$ cat src/rtl/prbs_pattern_gen.sv
// Internal test-data generator: static, alternating, PRBS7..31 or user-word streams,
// DATA_W bits per data_clock rising edge, with error injection, inversion and origin marker.
module prbs_pattern_gen #(
    parameter int          DATA_W = 1,
    parameter logic [30:0] SEED   = 31'h7FFFFFFF
) (
    input  logic              clk,
    input  logic              rst,
    input  logic              data_clock,
    input  logic              enable,
    input  logic [3:0]        dat_pat,
    input  logic [15:0]       user_pat,
    input  logic              invert,
    input  logic              err_inj,
    output logic [DATA_W-1:0] data_out,
    output logic              data_valid,
    output logic              seq_start,
    output logic [30:0]       lfsr_state
);

    logic [30:0]       lfsr_q, lfsr_d;
    logic [3:0]        ptr_q, ptr_d;
    logic              phase_q, phase_d;
    logic              pend_q, pend_d;
    logic              dclk_q, dclk_d;
    logic              guard_q, guard_d;
    logic [3:0]        pat_q, pat_d;
    logic [DATA_W-1:0] data_out_q, data_out_d;
    logic              valid_q, valid_d;
    logic              sstart_q, sstart_d;

    logic [4:0]        len, tap_a, tap_b;
    logic [30:0]       mask;
    logic              is_prbs;

    logic              stb, pat_chg, seq_hit, fb;
    logic [30:0]       lfsr_cur, s_w;
    logic [3:0]        ptr_cur;
    logic              phase_cur, pend_cur;
    logic [DATA_W-1:0] prbs_word, alt_word, user_word, gen_word, inj_word;

    // Modes 0-2, 8 and 9-15 fall back to PRBS7 geometry; only PRBS modes use it.
    always_comb begin
        len   = 5'd7;
        tap_b = 5'd6;
        case (dat_pat)
            4'd4:    begin len = 5'd9;  tap_b = 5'd5;  end
            4'd5:    begin len = 5'd15; tap_b = 5'd14; end
            4'd6:    begin len = 5'd23; tap_b = 5'd18; end
            4'd7:    begin len = 5'd31; tap_b = 5'd28; end
            default: begin len = 5'd7;  tap_b = 5'd6;  end
        endcase
        tap_a   = len;
        mask    = ~(31'h7FFFFFFF << len);
        is_prbs = (dat_pat >= 4'd3) && (dat_pat != 4'd8);
    end

    always_comb begin
        pat_chg   = (dat_pat != pat_q);
        // guard_q blocks a data_clock that was already high when reset was released
        stb       = data_clock & ~dclk_q & enable & ~guard_q;

        lfsr_cur  = lfsr_q;
        ptr_cur   = ptr_q;
        phase_cur = phase_q;
        pend_cur  = pend_q;
        if (pat_chg) begin
            lfsr_cur  = SEED;
            ptr_cur   = 4'd0;
            phase_cur = 1'b0;
            pend_cur  = 1'b0;
        end else if (is_prbs && ((lfsr_q & mask) == 31'd0)) begin
            lfsr_cur  = SEED;
        end
        pend_cur = pend_cur | err_inj;

        s_w       = lfsr_cur & mask;
        fb        = 1'b0;
        prbs_word = '0;
        alt_word  = '0;
        user_word = '0;
        for (int k = 0; k < DATA_W; k++) begin
            fb                      = s_w[tap_a - 5'd1] ^ s_w[tap_b - 5'd1];
            prbs_word[DATA_W-1-k]   = fb;
            s_w                     = {s_w[29:0], fb} & mask;
            alt_word[DATA_W-1-k]    = ~(phase_cur ^ k[0]);
            user_word[DATA_W-1-k]   = user_pat[4'd15 - (ptr_cur + k[3:0])];
        end

        case (dat_pat)
            4'd0:    begin gen_word = '0;        seq_hit = 1'b1; end
            4'd1:    begin gen_word = '1;        seq_hit = 1'b1; end
            4'd2:    begin gen_word = alt_word;  seq_hit = 1'b1; end
            4'd8:    begin gen_word = user_word; seq_hit = (ptr_cur == 4'd0); end
            default: begin gen_word = prbs_word; seq_hit = ((lfsr_cur & mask) == (SEED & mask)); end
        endcase
        inj_word            = gen_word;
        inj_word[DATA_W-1]  = gen_word[DATA_W-1] ^ pend_cur;

        lfsr_d     = lfsr_cur;
        ptr_d      = ptr_cur;
        phase_d    = phase_cur;
        pend_d     = pend_cur;
        data_out_d = data_out_q;
        valid_d    = 1'b0;
        sstart_d   = 1'b0;
        dclk_d     = data_clock;
        guard_d    = guard_q & data_clock;
        pat_d      = dat_pat;
        if (stb) begin
            data_out_d = inj_word ^ {DATA_W{invert}};
            valid_d    = 1'b1;
            sstart_d   = seq_hit;
            pend_d     = 1'b0;
            if (is_prbs)
                lfsr_d = s_w;
            if (dat_pat == 4'd8)
                ptr_d = ptr_cur + 4'(DATA_W);
            if (dat_pat == 4'd2)
                phase_d = phase_cur ^ 1'(DATA_W % 2);
        end
    end

    always_ff @(posedge clk) begin
        if (rst) begin
            lfsr_q     <= SEED;
            ptr_q      <= 4'd0;
            phase_q    <= 1'b0;
            pend_q     <= 1'b0;
            dclk_q     <= 1'b0;
            guard_q    <= data_clock;
            pat_q      <= dat_pat;
            data_out_q <= '0;
            valid_q    <= 1'b0;
            sstart_q   <= 1'b0;
        end else begin
            lfsr_q     <= lfsr_d;
            ptr_q      <= ptr_d;
            phase_q    <= phase_d;
            pend_q     <= pend_d;
            dclk_q     <= dclk_d;
            guard_q    <= guard_d;
            pat_q      <= pat_d;
            data_out_q <= data_out_d;
            valid_q    <= valid_d;
            sstart_q   <= sstart_d;
        end
    end

    assign data_out   = data_out_q;
    assign data_valid = valid_q;
    assign seq_start  = sstart_q;
    assign lfsr_state = lfsr_q & mask;

endmodule

$ cat config.mk
export PLATFORM = sky130hd
export DESIGN_NAME = prbs_pattern_gen
export DESIGN_NICKNAME = d
export VERILOG_FILES = /design/src/rtl/prbs_pattern_gen.sv
export SDC_FILE = /design/constraint.sdc
export NUM_CORES = 1
export LEC_CHECK = 0
export BUFFER_PORTS_ARGS = -buffer_cell sky130_fd_sc_hd__buf_4
export CAP_MARGIN = 10
export CORE_MARGIN = 2
export CORE_UTILIZATION = 55
export CTS_CLUSTER_DIAMETER = 150
export DETAILED_ROUTE_END_ITERATION = 16
export PLACE_DENSITY = 0.89
export SYNTH_ARGS = -nofsm -noshare
export SYNTH_HDL_FRONTEND = slang
export SYNTH_SLANG_ARGS = --single-unit
export TNS_END_PERCENT = 5
$ cat constraint.sdc
create_clock -name clk -period 3.1 [get_ports clk]
set_input_delay 0.31 -clock clk [delete_from_list [all_inputs] [get_ports clk]]
set_output_delay 0.31 -clock clk [all_outputs]
set_load 0.005 [all_outputs]
After elaboration in Yosys (flattened, before gate mapping)
Cells that the tools add are included.
{"block": "totals", "input_bits": 26, "regBits": 46}
{"block": "op_classes", "n_lt_le_gt_ge": 4, "eq_ne": 10, "n_bitwise": 16, "reduce_logical": 8, "muxes": 23, "shifts": 1, "addsub": 4}
{"operator": "$mux W31", "n": 4}
{"operator": "$and A31 B31 Y31", "n": 3}
{"operator": "$pmux W5 S4", "n": 2}
{"operator": "$eq A31 B31 Y1", "n": 1}
{"operator": "$logic_not A31 Y1", "n": 1}
{"operator": "$not A31 Y31", "n": 1}
{"operator": "$shl A31 B5 Y31 const A", "n": 1}
{"operator": "$eq A4 B3 Y1 const B", "n": 4}
{"operator": "$lt A5 B6 Y1 const B", "n": 2}
{"operator": "$mux W4", "n": 3}
{"operator": "$bmux W1 S5", "n": 2}
{"operator": "$sub A5 B1 Y5 const B", "n": 2}
{"operator": "$mux W1", "n": 9}
{"operator": "$logic_not A4 Y1", "n": 2}
{"operator": "$lt A4 B5 Y1 const B", "n": 1}
{"operator": "$add A4 B1 Y4 const B", "n": 1}
{"operator": "$and A1 B1 Y1", "n": 4}
{"operator": "$bmux W1 S4", "n": 1}
{"operator": "$eq A4 B1 Y1 const B", "n": 1}
{"operator": "$eq A4 B2 Y1 const B", "n": 1}
{"operator": "$eq A4 B4 Y1 const B", "n": 1}
{"operator": "$ge A4 B2 Y1 const B", "n": 1}
{"operator": "$ne A4 B4 Y1", "n": 1}
{"operator": "$ne A4 B4 Y1 const B", "n": 1}
{"operator": "other kinds (9)", "n": 16}

Longest topological paths before layout
{"block": "depth", "ltp_word": 16, "depth_mapped": 14, "depth_no_buf": 12}

Least setup slack after synthesis
No wires, ideal clock.
{"block": "synth_path", "path_type": "input-to-reg", "startpoint": "input dat_pat[3]", "endpoint": "register data_out_q (netlist: data_out)", "path_buffers": 2, "required_time_ns": 3.038, "cell_stages": 14, "t_arrival_ns": 2.826, "setup_ns": 0.062, "path_slack_ns": 0.211, "path_cell_list": "buf_6 -> and2b_1 -> buf_2 -> nand2_1 -> a21oi_1 -> ha_1 -> or3_4 -> a21oi_1 -> a211oi_1 -> a2111oi_4 -> o221ai_2 -> xor2_1 -> a2111o_1 -> nand3_1"}
{"block": "synth_via", "elab_chain_len": 16, "word_cells_on_any_way": 40}
{"item": "start: declaration", "line_no": "11", "rtl": "input logic [3:0] dat_pat,"}
{"item": "$eq A4 B3 Y1", "line_no": "46", "rtl": "case (dat_pat)"}
{"item": "$pmux W5 S4", "line_no": "46"}
{"item": "$shl A31 B5 Y31", "line_no": "54", "rtl": "mask = ~(31'h7FFFFFFF << len);"}
{"item": "$not A31 Y31", "line_no": "54"}
{"item": "$and A31 B31 Y31", "line_no": "72", "rtl": "end else if (is_prbs && ((lfsr_q & mask) == 31'd0)) begin"}
{"item": "$logic_not A31 Y1", "line_no": "72"}
{"item": "$logic_and A1 B1 Y1", "line_no": "72"}
{"item": "$mux W31", "line_no": "72"}
{"item": "$mux W31", "line_no": "67", "rtl": "if (pat_chg) begin"}
{"item": "$and A31 B31 Y31", "line_no": "77", "rtl": "s_w = lfsr_cur & mask;"}
{"item": "$bmux W1 S5", "line_no": "83", "rtl": "fb = s_w[tap_a - 5'd1] ^ s_w[tap_b - 5'd1];"}
{"item": "$mux W1 (not written as such)", "line_no": "83"}
{"item": "$xor A1 B1 Y1", "line_no": "83"}
{"item": "$pmux W1 S4", "line_no": "90", "rtl": "case (dat_pat)"}
{"item": "$xor A1 B1 Y1 (*)", "line_no": "98", "rtl": "inj_word[DATA_W-1] = gen_word[DATA_W-1] ^ pend_cur;"}
{"item": "$xor A1 B1 Y1 (*)", "line_no": "111", "rtl": "data_out_d = inj_word ^ {DATA_W{invert}};"}
{"item": "end signal: assignment", "line_no": "144", "rtl": "data_out_q <= data_out_d;"}
{"item": "end: declaration", "line_no": "28", "rtl": "logic [DATA_W-1:0] data_out_q, data_out_d;"}
Every way passes the cells marked *; elsewhere a longest branch is shown, timed or not. The select of a mux whose other input is x is not followed.
A chain may end at the register's enable or synchronous reset.

Worst setup path in the final report
{"block": "layout_path", "startpoint": "register lfsr_q[0]", "endpoint": "register data_out_q (netlist: data_out)"}
{"block": "layout_via", "elab_chain_len": 12, "word_cells_on_any_way": 14}
{"item": "start: declaration", "line_no": "21", "rtl": "logic [30:0] lfsr_q, lfsr_d;"}
{"item": "start signal: assignment", "line_no": "137", "rtl": "lfsr_q <= lfsr_d;"}
{"item": "$and A31 B31 Y31", "line_no": "72"}
{"item": "$logic_not A31 Y1", "line_no": "72"}
{"item": "$logic_and A1 B1 Y1", "line_no": "72"}
{"item": "$mux W31 (*)", "line_no": "72"}
{"item": "$mux W31 (*)", "line_no": "67"}
{"item": "$and A31 B31 Y31 (*)", "line_no": "77"}
{"item": "$bmux W1 S5", "line_no": "83"}
{"item": "$mux W1 (not written as such)", "line_no": "83"}
{"item": "$xor A1 B1 Y1 (*)", "line_no": "83"}
{"item": "$pmux W1 S4 (*)", "line_no": "90"}
{"item": "$xor A1 B1 Y1 (*)", "line_no": "98"}
{"item": "$xor A1 B1 Y1 (*)", "line_no": "111"}
Marks and branches as above.

==> results.cfg <==
[timing]
finalClockSkew_ns = 0.00528
max_freq_mhz = 373
finalCritPeriodShare = 0.864
post-route-min-period_ns = 2.68
setup-violations-final = 0
drv_slew = 0
slew_headroom = 0.480
worst_slew_pin_slew_ns = 0.779
grt_setup_unrepaired = no
setup_tns_ns = 0
finalHoldViolCount = 0
setup_ws_ns = 0.421

[critical_path]
crit_family = compound AO/OA/AOI/OAI gates
rr_endpoint = data_out
path_cells = nor4_1 > o211ai_1 > a2111o_2 > nor2_1 > a2111oi_4 > o221ai_2 > xor2_1 > a2111o_1 > nand3_1
crit_type = reg2reg
cp-startpoint = lfsr_q[0]
max_stage_delay_ns = 0.52
reg2regPathDepth = 9
cp_max_fo = 6
cp_slowest_cell = a2111o_2
reg2reg_from = lfsr_q[0]
cp-start-kind = register
crit_required_ns = 3.35
worstPathArrival_ns = 2.92
cp-end-kind = register
r2r_slack_ns = 0.42
crit_buf_inv = 0

[drt]
drcViolationCount = 0
antenna_left = 0
drtIter0Drc = 357
wl_met1_um = 3830
via_count = 3248
drtPass1Iterations = 5
dr_wl_met2_um = 4290
highest_layer = met4
routedWlPerCell_um = 17.3
routed-wl-met3_um = 737
vias_per_cell = 6.19
drt-total-wl_um = 9080

[global_routing]
grt_pass1_wl_um = 14700
gr-total-overflow = 0
grt_pass1_vias = 2938
track_usage = 0.302
grt_max_degree = 31
antenna_found_initial = 0

[worst_hold_path]
hold_class = in2reg
min_from = dat_pat[2]
hold_path_end = pat_q[2]
hold_depth = 1

[synth]
netlist_area_mm2 = 0.00305
seq_area_frac_synth = 0.302
synth_ff_type = dfxtp_1
synthDistinctLibCells = 64
synthArstFlopShare = 0
syn_area_per_cell_um2 = 7.62
synth_fp_nets = 430
synthCells = 400
synth-edff-count = 0
ys_ff_latch = 46
ys_warn_count = 0

[pwr]
total_leakage_power_nw = 1.56
p_clk_frac = 0.335
swShare = 0.278
ir_worst_vdd_mv = 0.300
power_density_mw_per_mm2 = 363
power_frac_seq = 0.469
p_int_w = 0.000959
power.switching_w = 0.000369
p_comb_frac = 0.196

[clock_tree]
cts_hold_buf = 0
clock-sinks = 46
cts_resized = 0
cts_buffer_depth = 2
root_buffer = clkbuf_8
cts_tree = built
cts_made_buffers = 5
cts_setup_buffers = 0
clk_latency_ns = 0.30
clk_pin_slew_ns = 0.08
htreeDepth = 2

[place]
io_buffers = 59
place_hpwl_um = 6610
post-place-ws_ns = 0.154
gp_congestion = 0.947

[layout]
fin_nets = 482
final_cell_mix = 78 x buf_4, 47 x nor2_1, 46 x dfxtp_1
areaGrowthSynthToFinish_pct = 19.9
drive_gt1_frac = 0.225
layout_commonest_cell = buf_4
n_antenna_cell = 0

[floorplan]
rows = 27
die-area_mm2 = 0.00616
start_util = 0.561
die_y_um = 78.5
num_io_pins = 60
coreArea_mm2 = 0.00544
die_w_um = 78.5

[outcome]
status = complete, no violations

[run]
drv_cap = 0
[cell usage after synthesis, drive strengths merged (2+ instances only)]
| cell | instances | share of area |
|---|---|---|
| and3 | 15 | 0.031 |
| nand3 | 12 | 0.020 |
| nand3b | 2 | 0.0049 |
| a31oi | 6 | 0.012 |
| xnor2 | 3 | 0.0086 |
| nand4b | 2 | 0.0057 |
| a2111o | 2 | 0.0078 |
| xor2 | 6 | 0.017 |
| and2 | 10 | 0.021 |
| a21boi | 2 | 0.0062 |
| nand4 | 8 | 0.016 |
| o211ai | 3 | 0.0074 |
| nor3b | 2 | 0.0049 |
| o21bai | 2 | 0.0049 |
| a211oi | 2 | 0.0049 |
| o21a | 3 | 0.0074 |
| o221ai | 2 | 0.0078 |
| a21oi | 36 | 0.062 |
| nand2b | 7 | 0.016 |
| nor2 | 48 | 0.060 |
| inv | 4 | 0.0049 |
| or3 | 3 | 0.0078 |
| dfxtp | 46 | 0.30 |
| o22ai | 14 | 0.029 |
| ha | 4 | 0.016 |
| mux4 | 2 | 0.015 |
| o21ai | 29 | 0.051 |
| nor4 | 7 | 0.019 |
| nor3 | 11 | 0.018 |
| mux2i | 10 | 0.033 |
| nand2 | 41 | 0.051 |
| a2111oi | 2 | 0.012 |
| o31a | 3 | 0.0086 |
| buf | 14 | 0.035 |
| clkbuf | 19 | 0.023 |
| and4b | 2 | 0.0078 |
| nor2b | 5 | 0.010 |
[power groups by stage]
stage	Combinational, W	Clock, W	Sequential [W]
after detailed placement	0.000254	0	0.000636
after floorplan	0.000163	0	0.000630
final	0.000260	0.000445	0.000623
after global placement	0.000249	0	0.000636
after global routing	0.000282	0.000473	0.000625
after CTS	0.000255	0.000449	0.000622
[worst register-to-register path: cells and delay by family (launching register included)]
kind	cells	cell delay [ns]
AO/OA/AOI/OAI	5	1.43
flip-flops	1	0.36
AND/OR/NAND/NOR	3	0.71
XOR/XNOR	1	0.12
[state kept, by name, indices dropped and copies added (netlist names)]
| signal | count |
|---|---|
| pend_q | 1 |
| seq_start | 1 |
| data_out | 1 |
| pat_q | 4 |
| ptr_q | 4 |
| guard_q | 1 |
| data_valid | 1 |
| dclk_q | 1 |
| lfsr_q | 31 |
| phase_q | 1 |
[worst max-delay path by stage]
stage / endpoint / slack (ns) / cells after the start
2_1_floorplan: data_out / 0.21 / 14
4_1_cts: data_out / 0.47 / 9
3_5_place_dp: data_out / 0.15 / 13
6_report: data_out / 0.42 / 9
3_3_place_gp: data_out / 0.19 / 13
5_1_grt: data_out / 0.27 / 13
[stage by stage]
stage	cells	cell area, µm²	utilization	power, W	hold WS, ns
final	525	3650	0.672	0.00133	0.212
after global routing	525	3650	0.672	0.00138	0.204
after CTS	525	3650	0.672	0.00133	0.209
after detailed placement	517	3550	0.652	0.000890	0.487
after global placement	517	3550	0.652	0.000885	0.466
after floorplan	400	3050	-	0.000793	0.338
[final cells by class]
class | instances | area (µm²)
repair buffers | 78 | 586
flip-flops and latches | 46 | 921
inverters | 5 | 18.8
fillers | 480 | 1780
clock buffers | 5 | 68.8
multi-input cells | 316 | 1930
well taps | 72 | 90.1
clock inverters | 3 | 40.0
[cells by family (layout without fill, tap and decap cells)]
kind of cell	after synthesis	in the layout	share of synthesized area
flip-flops	46	46	0.302
AND/OR/NAND/NOR	180	180	0.307
buffers and inverters	38	91	0.0648
AO/OA/AOI/OAI	110	110	0.232
XOR/XNOR	9	9	0.0259
adder cells (fa/ha/maj)	4	4	0.0164
multiplexers	13	13	0.0513
[metal layers]
layer	GRT usage	vias to the layer above
li1	-	1547
met1	0.411	1495
met5	0	-
met2	0.494	178
met4	0.0930	0
met3	0.0437	28
Note: power is estimated with default switching activity, not from simulation.
